==> src/rtl/alu_req_scheduler_pkg.sv <==
// rtl/alu_req_scheduler_pkg.sv - shared types and constants for the ALU request scheduler
package alu_sched_pkg;

    localparam int OP_W = 3;

    typedef enum logic [1:0] {
        IDLE = 2'd0,
        EXEC = 2'd1,
        RESP = 2'd2
    } state_t;

endpackage

==> src/rtl/alu.sv <==
// rtl/alu.sv - small signed ALU, N+1-bit operands widened to an N+3-bit result
module alu
    import alu_sched_pkg::*;
#(
    parameter int n = 3
) (
    input  logic signed [n:0]      i_x,
    input  logic signed [n:0]      i_y,
    input  logic [OP_W-1:0]        i_s,
    output logic signed [n+2:0]    o_alu
);

    logic signed [n+2:0] w_xe;
    logic signed [n+2:0] w_ye;

    assign w_xe = {{2{i_x[n]}}, i_x};
    assign w_ye = {{2{i_y[n]}}, i_y};

    // Operate on sign-extended operands so every code fits the result without overflow
    always_comb begin
        o_alu = '0;
        case (i_s)
            3'd0:    o_alu = w_xe + w_ye;
            3'd1:    o_alu = w_xe - w_ye;
            3'd2:    o_alu = w_xe & w_ye;
            3'd3:    o_alu = w_xe | w_ye;
            3'd4:    o_alu = w_xe ^ w_ye;
            3'd5:    o_alu = -w_xe;
            3'd6:    o_alu = w_xe >>> 1;
            default: o_alu = w_xe <<< 2;
        endcase
    end

endmodule

==> src/rtl/rr_arb2.sv <==
// rtl/rr_arb2.sv - two-way round-robin grant, purely combinational
module rr_arb2 (
    input  logic [1:0] valid,
    input  logic       prio,
    input  logic       en,
    output logic [1:0] grant
);

    // A lone requester always wins; on a tie the priority pointer picks
    always_comb begin
        grant    = 2'b00;
        grant[0] = en & valid[0] & (~valid[1] | ~prio);
        grant[1] = en & valid[1] & (~valid[0] | prio);
    end

endmodule

==> src/rtl/alu_req_scheduler.sv <==
// rtl/alu_req_scheduler.sv - shares one ALU between two requesters with a registered response
module alu_req_scheduler
    import alu_sched_pkg::*;
#(
    parameter int N     = 3,
    parameter int CNT_W = 16
) (
    input  logic                    clk,
    input  logic                    reset,
    input  logic                    req0_valid,
    output logic                    req0_ready,
    input  logic signed [N:0]       req0_x,
    input  logic signed [N:0]       req0_y,
    input  logic [OP_W-1:0]         req0_s,
    input  logic                    req1_valid,
    output logic                    req1_ready,
    input  logic signed [N:0]       req1_x,
    input  logic signed [N:0]       req1_y,
    input  logic [OP_W-1:0]         req1_s,
    output logic                    rsp_valid,
    input  logic                    rsp_ready,
    output logic                    rsp_id,
    output logic signed [N+2:0]     rsp_o,
    output logic                    busy,
    output logic [CNT_W-1:0]        op_count
);

    state_t                 r_state;
    logic                   r_prio;
    logic                   r_id;
    logic signed [N:0]      r_x;
    logic signed [N:0]      r_y;
    logic [OP_W-1:0]        r_s;
    logic                   r_rsp_valid;
    logic                   r_rsp_id;
    logic signed [N+2:0]    r_rsp_o;
    logic [CNT_W-1:0]       r_op_count;

    logic [1:0]             w_grant;
    logic                   w_arb_en;
    logic signed [N+2:0]    w_alu_o;

    // Grants only happen in IDLE, and never while reset is asserted
    assign w_arb_en = (r_state == IDLE) && !reset;

    rr_arb2 u_arb (
        .valid (({req1_valid, req0_valid})),
        .prio  (r_prio),
        .en    (w_arb_en),
        .grant (w_grant)
    );

    alu #(.n(N)) u_alu (
        .i_x   (r_x),
        .i_y   (r_y),
        .i_s   (r_s),
        .o_alu (w_alu_o)
    );

    assign req0_ready = w_grant[0];
    assign req1_ready = w_grant[1];
    assign rsp_valid  = r_rsp_valid;
    assign rsp_id     = r_rsp_id;
    assign rsp_o      = r_rsp_o;
    assign op_count   = r_op_count;
    assign busy       = (r_state != IDLE);

    // Request/execute/respond sequencer; reset discards any in-flight op
    always_ff @(posedge clk) begin
        if (reset) begin
            r_state     <= IDLE;
            r_prio      <= 1'b0;
            r_id        <= 1'b0;
            r_x         <= '0;
            r_y         <= '0;
            r_s         <= '0;
            r_rsp_valid <= 1'b0;
            r_rsp_id    <= 1'b0;
            r_rsp_o     <= '0;
            r_op_count  <= '0;
        end else begin
            case (r_state)
                IDLE: begin
                    if (|w_grant) begin
                        r_x     <= w_grant[1] ? req1_x : req0_x;
                        r_y     <= w_grant[1] ? req1_y : req0_y;
                        r_s     <= w_grant[1] ? req1_s : req0_s;
                        r_id    <= w_grant[1];
                        r_prio  <= ~w_grant[1];
                        r_state <= EXEC;
                    end
                end
                EXEC: begin
                    r_rsp_o     <= w_alu_o;
                    r_rsp_id    <= r_id;
                    r_rsp_valid <= 1'b1;
                    r_state     <= RESP;
                end
                RESP: begin
                    if (rsp_ready) begin
                        r_rsp_valid <= 1'b0;
                        r_op_count  <= r_op_count + CNT_W'(1);
                        r_state     <= IDLE;
                    end
                end
                default: begin
                    r_rsp_valid <= 1'b0;
                    r_state     <= IDLE;
                end
            endcase
        end
    end

endmodule

==> config.mk <==
export PLATFORM = sky130hd
export DESIGN_NAME = alu_req_scheduler
export DESIGN_NICKNAME = d
export VERILOG_FILES = /design/src/rtl/alu_req_scheduler_pkg.sv /design/src/rtl/alu.sv /design/src/rtl/rr_arb2.sv /design/src/rtl/alu_req_scheduler.sv
export SDC_FILE = /design/constraint.sdc
export NUM_CORES = 1
export LEC_CHECK = 0
export BUFFER_PORTS_ARGS = -buffer_cell sky130_fd_sc_hd__buf_2
export CORE_MARGIN = 4
export CORE_UTILIZATION = 55
export DETAILED_ROUTE_END_ITERATION = 12
export PLACE_DENSITY = 0.82
export SYNTH_ARGS = -nofsm -noshare
export SYNTH_HDL_FRONTEND = slang
export SYNTH_SLANG_ARGS = --single-unit
==> constraint.sdc <==
create_clock -name clk -period 4.2 [get_ports clk]
set_input_delay 0.21 -clock clk [delete_from_list [all_inputs] [get_ports clk]]
set_output_delay 0.21 -clock clk [all_outputs]
set_load 0.005 [all_outputs]
Word level (Yosys, flattened, before mapping)

Index checks and enable logic that the tools add are counted.

Latch bits: 0
ROM bits: 0
Output and inout port bits: 27
Word-level logic and storage cells: 57
Input bits: 27
Memories: 0
Register bits: 39
RAM bits: 0

Shift-type cells: 0
Bitwise logic cells: 14
Divide/modulo/power cells: 0
$lt $le $gt $ge: 0
$mul: 0
Eq/ne operators: 10
Mux-type cells: 9
Reductions and logical operators: 10
Add/subtract/negate cells: 4

Operators with widths:

| kind                  | number |
|---|---|
| $pmux 6 s7            | 1 |
| $add 16x1->16 const B | 1 |
| $eq 3x3->1 const B    | 3 |
| $mux 4                | 2 |
| $reduce_and 2->1      | 4 |
| $eq 3x2->1 const B    | 2 |
| $neg 4->6             | 1 |
| $pmux 2 s3            | 1 |
| $add 4x4->5           | 1 |
| $not 1->1             | 5 |
| $sub 4x4->5           | 1 |
| $and 1x1->1           | 4 |
| $and 4x4->4           | 1 |
| $mux 2                | 2 |
| $or 4x4->4            | 1 |
| $xor 4x4->4           | 1 |
| $eq 3x1->1 const B    | 1 |
| $logic_not 3->1       | 1 |
| $mux 3                | 1 |
| $pmux 1 s3            | 1 |
| $eq 2x1->1 const B    | 1 |
| $eq 2x2->1 const B    | 1 |
| $logic_not 2->1       | 1 |
| $ne 2x1->1 const B    | 1 |
| other kinds (7)       | 8 |

Logic depth before layout (Yosys ltp)

Word-level depth: 7
Gate-level depth with buffers: 8
Gate-level depth less buffers: 8

Hierarchy

From an unflattened synthesis, not the netlist that was laid out.

Cells, all modules: 300
Area total of the unflattened synthesis: 2,469.9 um^2

By module, submodules not included:

| module            | sequential area each (um^2) | area each (um^2) | cells each | instances |
|---|---|---|---|---|
| alu_req_scheduler | 780.7                       | 1,774.2          | 200        | 1 |
| alu               | 0.0                         | 674.4            | 95         | 1 |
| rr_arb2           | 0.0                         | 21.3             | 5          | 1 |

Worst setup path before layout

No wires, ideal clock.

Kind: reg2reg
Start: reg r_x[0]
End: reg r_rsp_o[4] (netlist: rsp_o[4])
Stages on the path, launching flop included: 9
Path slack: 2.242 ns
Arrival: 1.898 ns
Buffers on the path: 0
Required time: 4.140 ns
Library setup time: 0.060 ns
Clock period less this slack: 1.958 ns
Cells stage by stage: dfxtp_1 -> inv_1 -> ha_1 -> inv_1 -> fa_1 -> a2111oi_4 -> o2111ai_2 -> a41oi_2 -> o221a_1

Longest elaborated chain between the ends: 2
Elaborated cells on any way between the ends: 4
Those cells by class: add/sub: 3; mux: 1

RTL lines:

| what                                    | line                    | text |
|---|---|---|
| start, declared                         | alu_req_scheduler.sv:31 | `logic signed [N:0] r_x;` |
| start signal, assigned                  | alu_req_scheduler.sv:85 | `r_x <= w_grant[1] ? req1_x : req0_x;` |
| $neg 4->6, or another cell as far along | alu.sv:28               | `3'd5: o_alu = -w_xe;` |
| $pmux 6 s7 *                            | alu.sv:22               | `case (i_s)` |
| end signal, assigned                    | alu_req_scheduler.sv:94 | `r_rsp_o <= w_alu_o;` |
| end, declared                           | alu_req_scheduler.sv:36 | `logic signed [N+2:0] r_rsp_o;` |

Every way passes the cells marked *; elsewhere a longest branch is shown, timed or not.
A chain may end at the register's enable or synchronous reset.

Final worst setup path

Start: reg r_x[3]
End: reg r_rsp_o[4] (netlist: rsp_o[4])

Longest elaborated chain between the ends: 2
Elaborated cells on any way between the ends: 7
Those cells by class: add/sub: 3; mux: 1; bitwise: 3

RTL lines:

| what                                    | line |
|---|---|
| $neg 4->6, or another cell as far along | alu.sv:28 |
| $pmux 6 s7 *                            | alu.sv:22 |

Marked as above.

==> flow_summary.json <==
{
  "root_buffer": "clkbuf_8",
  "async_flop_share_pct": 0,
  "grt_overflow": 0,
  "diodes": 0,
  "cts.sinks": 39,
  "pre_cts_ws_ns": 2.04,
  "firstDrtPassIters": 4,
  "via_per_inst": 5.43,
  "whs_path_depth": 3,
  "die_h_um": 71.9,
  "ctsResizeCount": 0,
  "io_buffers": 53,
  "drv_slew": 0,
  "drive_gt1_share_pct": 22.7,
  "htree_num_levels": 2,
  "cp.required_ns": 4.37,
  "synthesis.area_sq_mm": 0.00225,
  "cts_tree": "done",
  "gp_congestion": 0.842,
  "tns_ns": 0,
  "synth_cells": 267,
  "dp_hpwl_um": 3640,
  "status": "finished clean",
  "cp_slowest_cell": "dfxtp_1",
  "synth_edf_count": 0,
  "max_freq_mhz": 460,
  "p_leak_uw": 0.00108,
  "grt_start_max_net_pins": 40,
  "ys_ff_latch": 39,
  "crit_path_frequent_cell": "inv_1",
  "hold_path_class": "primary input to register",
  "worstPathArrival_ns": 2.35,
  "ys_types": 45,
  "postRouteAntennaNets": 0,
  "syn2layout_area_growth_pct": 15.4,
  "crit_type": "register to register",
  "rsz0062_at_grt": "false",
  "routedWlPerCell_um": 13.1,
  "crit_family": "flip-flops",
  "grt_pass1_vias": 1767,
  "slew_headroom_pct": 53.8,
  "synth_top_flop_cell": "dfxtp_1",
  "grt_antenna_before_repair": 0,
  "setup_viol": 0,
  "fin_crit_sh_pct": 51.7,
  "cp_num_cells": 7,
  "hold_viol_final": 0,
  "ys.warnings.count": 0,
  "io_pins": 54,
  "core_area_sq_mm": 0.00380,
  "wl_um": 4720,
  "insertion_delay_ns": 0.29,
  "clockBufferDepth": 2,
  "dieArea_sq_mm": 0.00517,
  "maxCapViolations": 0,
  "cts_buffers": 5,
  "grt_pass1_wl_um": 7860,
  "fin_nets": 355,
  "yosysSeqAreaShare_pct": 34.7,
  "worst_ir_drop_vdd_v": 0.000207,
  "crit_chain": "inv_1, ha_1, inv_1, or3_1, o2111ai_2, nand3_1, o221a_1",
  "syn_area_per_cell_sq_um": 8.42,
  "regToRegSetupSlack_ns": 2.03,
  "rows": 22,
  "cp-start-kind": "register",
  "path_buf_inv": 2,
  "tightest_slew_ns": 0.692,
  "max_stage_delay_ns": 0.50,
  "min_period_ns": 2.17,
  "clkTransAtPathRegs_ns": 0.07,
  "via_count": 1962,
  "synth_fp_nets": 310,
  "grtUsageTotal_pct": 18.7,
  "r2r_cells": 7,
  "power_density_mw_per_mm2": 323,
  "cp-end-kind": "register",
  "cp_max_fo": 9,
  "layout_setup_ws_ns": 2.03,
  "drt_iter0_drc": 175,
  "die_w_um": 71.9,
  "initial_utilization_pct": 59.2,
  "cts_hold_buf": 0,
  "post_cts_buffers": 0,
  "drc_errors": 0,
  "fin_worst_skew_ns": 0.0103
}
-- placed cells by master (no fill, tap or decap), types with 2 or more instances in the layout --
master and count:
a21oi_1 17, a22oi_1 11, a31oi_1 2, and3_1 5
buf_2 53, clkbuf_8 5, dfxtp_1 39, fa_1 2
ha_1 14, inv_1 20, mux2i_1 4, mux4_2 2
nand2_1 25, nand2b_1 3, nand3_1 3, nand4_1 5
nor2_1 36, nor2b_1 2, nor3_1 7, o211ai_1 3
o21ai_0 5, o221a_1 2, o221ai_1 2, o311ai_0 2
or3_1 2, xnor2_1 10, xor2_1 11
-- sequential cells by signal, indices dropped and copies added, names as in the netlist --
signal,count
op_count,16
rsp_o,6
r_x,4
r_y,4
r_s,3
r_state,2
r_id,1
r_prio,1
rsp_id,1
rsp_valid,1
-- worst paths after layout --
path	start	end
min	req0_s[0]	r_s[0]
max reg2reg	r_x[3]	rsp_o[4]
max	r_x[3]	rsp_o[4]
min reg2reg	rsp_o[0]	rsp_o[0]
-- cells in the mapped netlist, types with 2 or more instances --
master	instances	area share [%]
a21oi_1	17	3.8
nand3_1	3	0.67
o21ai_0	5	1.1
a22oi_1	11	3.7
a31oi_1	2	0.56
nor2_1	36	6.0
nor3_1	7	1.6
mux2i_1	4	1.8
inv_1	20	3.3
dfxtp_1	39	35
xnor2_1	10	3.9
fa_1	2	1.8
mux4_2	2	2.0
xor2_1	11	4.3
and3_1	5	1.4
o211ai_1	3	1.0
o311ai_0	2	0.78
nand2_1	25	4.2
nand4_1	5	1.4
o221ai_1	2	0.78
or3_1	2	0.56
buf_2	8	1.8
ha_1	14	7.8
nand2b_1	3	0.83
o221a_1	2	1.0
clkbuf_1	7	1.2
nor2b_1	2	0.56
-- worst reg2reg max path: cells and delay by family, from the launching register on --
family                   cells  cell delay (ns)
AO/OA/AOI/OAI                2             0.36
adder cells (fa/ha/maj)      1             0.45
buffers and inverters        2             0.27
flip-flops                   1             0.50
AND/OR/NAND/NOR              2             0.50
-- per-stage QoR --
step / instances / instance area (sq um) / power [uW] / utilization (%) / hold WS, ns
after floorplan: 267 / 2250 / 555 / - / 0.378
after global placement: 353 / 2510 / 599 / 66.1 / 0.457
after detailed placement: 353 / 2510 / 605 / 66.1 / 0.462
after CTS: 361 / 2590 / 846 / 68.3 / 0.195
after global routing: 361 / 2590 / 887 / 68.3 / 0.205
final: 361 / 2590 / 839 / 68.3 / 0.200
-- cell families after synthesis --
group	after synthesis	synth area share [%]
AOI/OAI and AO/OA	54	17.9
xor gates and xnor gates	21	8.18
adders and majority gates	16	9.57
buffers and inverters	37	6.68
DFF	39	34.7
muxes	6	3.78
and+or+nand+nor	94	19.2
-- routing by layer --
layer | global-route usage, % | wire length, um | vias to the layer above
met5 | 0 | 0 | -
met4 | 3.34 | 32 | 0
met3 | 5.96 | 376 | 5
met2 | 30.5 | 2190 | 68
met1 | 24.7 | 2120 | 881
li1 | - | - | 1008
-- power by group --
part	internal [uW]	leakage (uW)	switching, uW
clock	116	0.0000412	127
sequential	390	0.000317	29.0
combinational	85.4	0.000721	92.0
-- cell type report --
type | count | area [sq um]
inverter | 21 | 78.8
tap | 48 | 60.1
fill | 320 | 1200
clock buffer | 6 | 72.6
clock inverter | 2 | 12.5
multi-input combinational | 191 | 1320
timing repair buffer | 54 | 273
sequential | 39 | 781
Power figures use the tool's default switching activity.
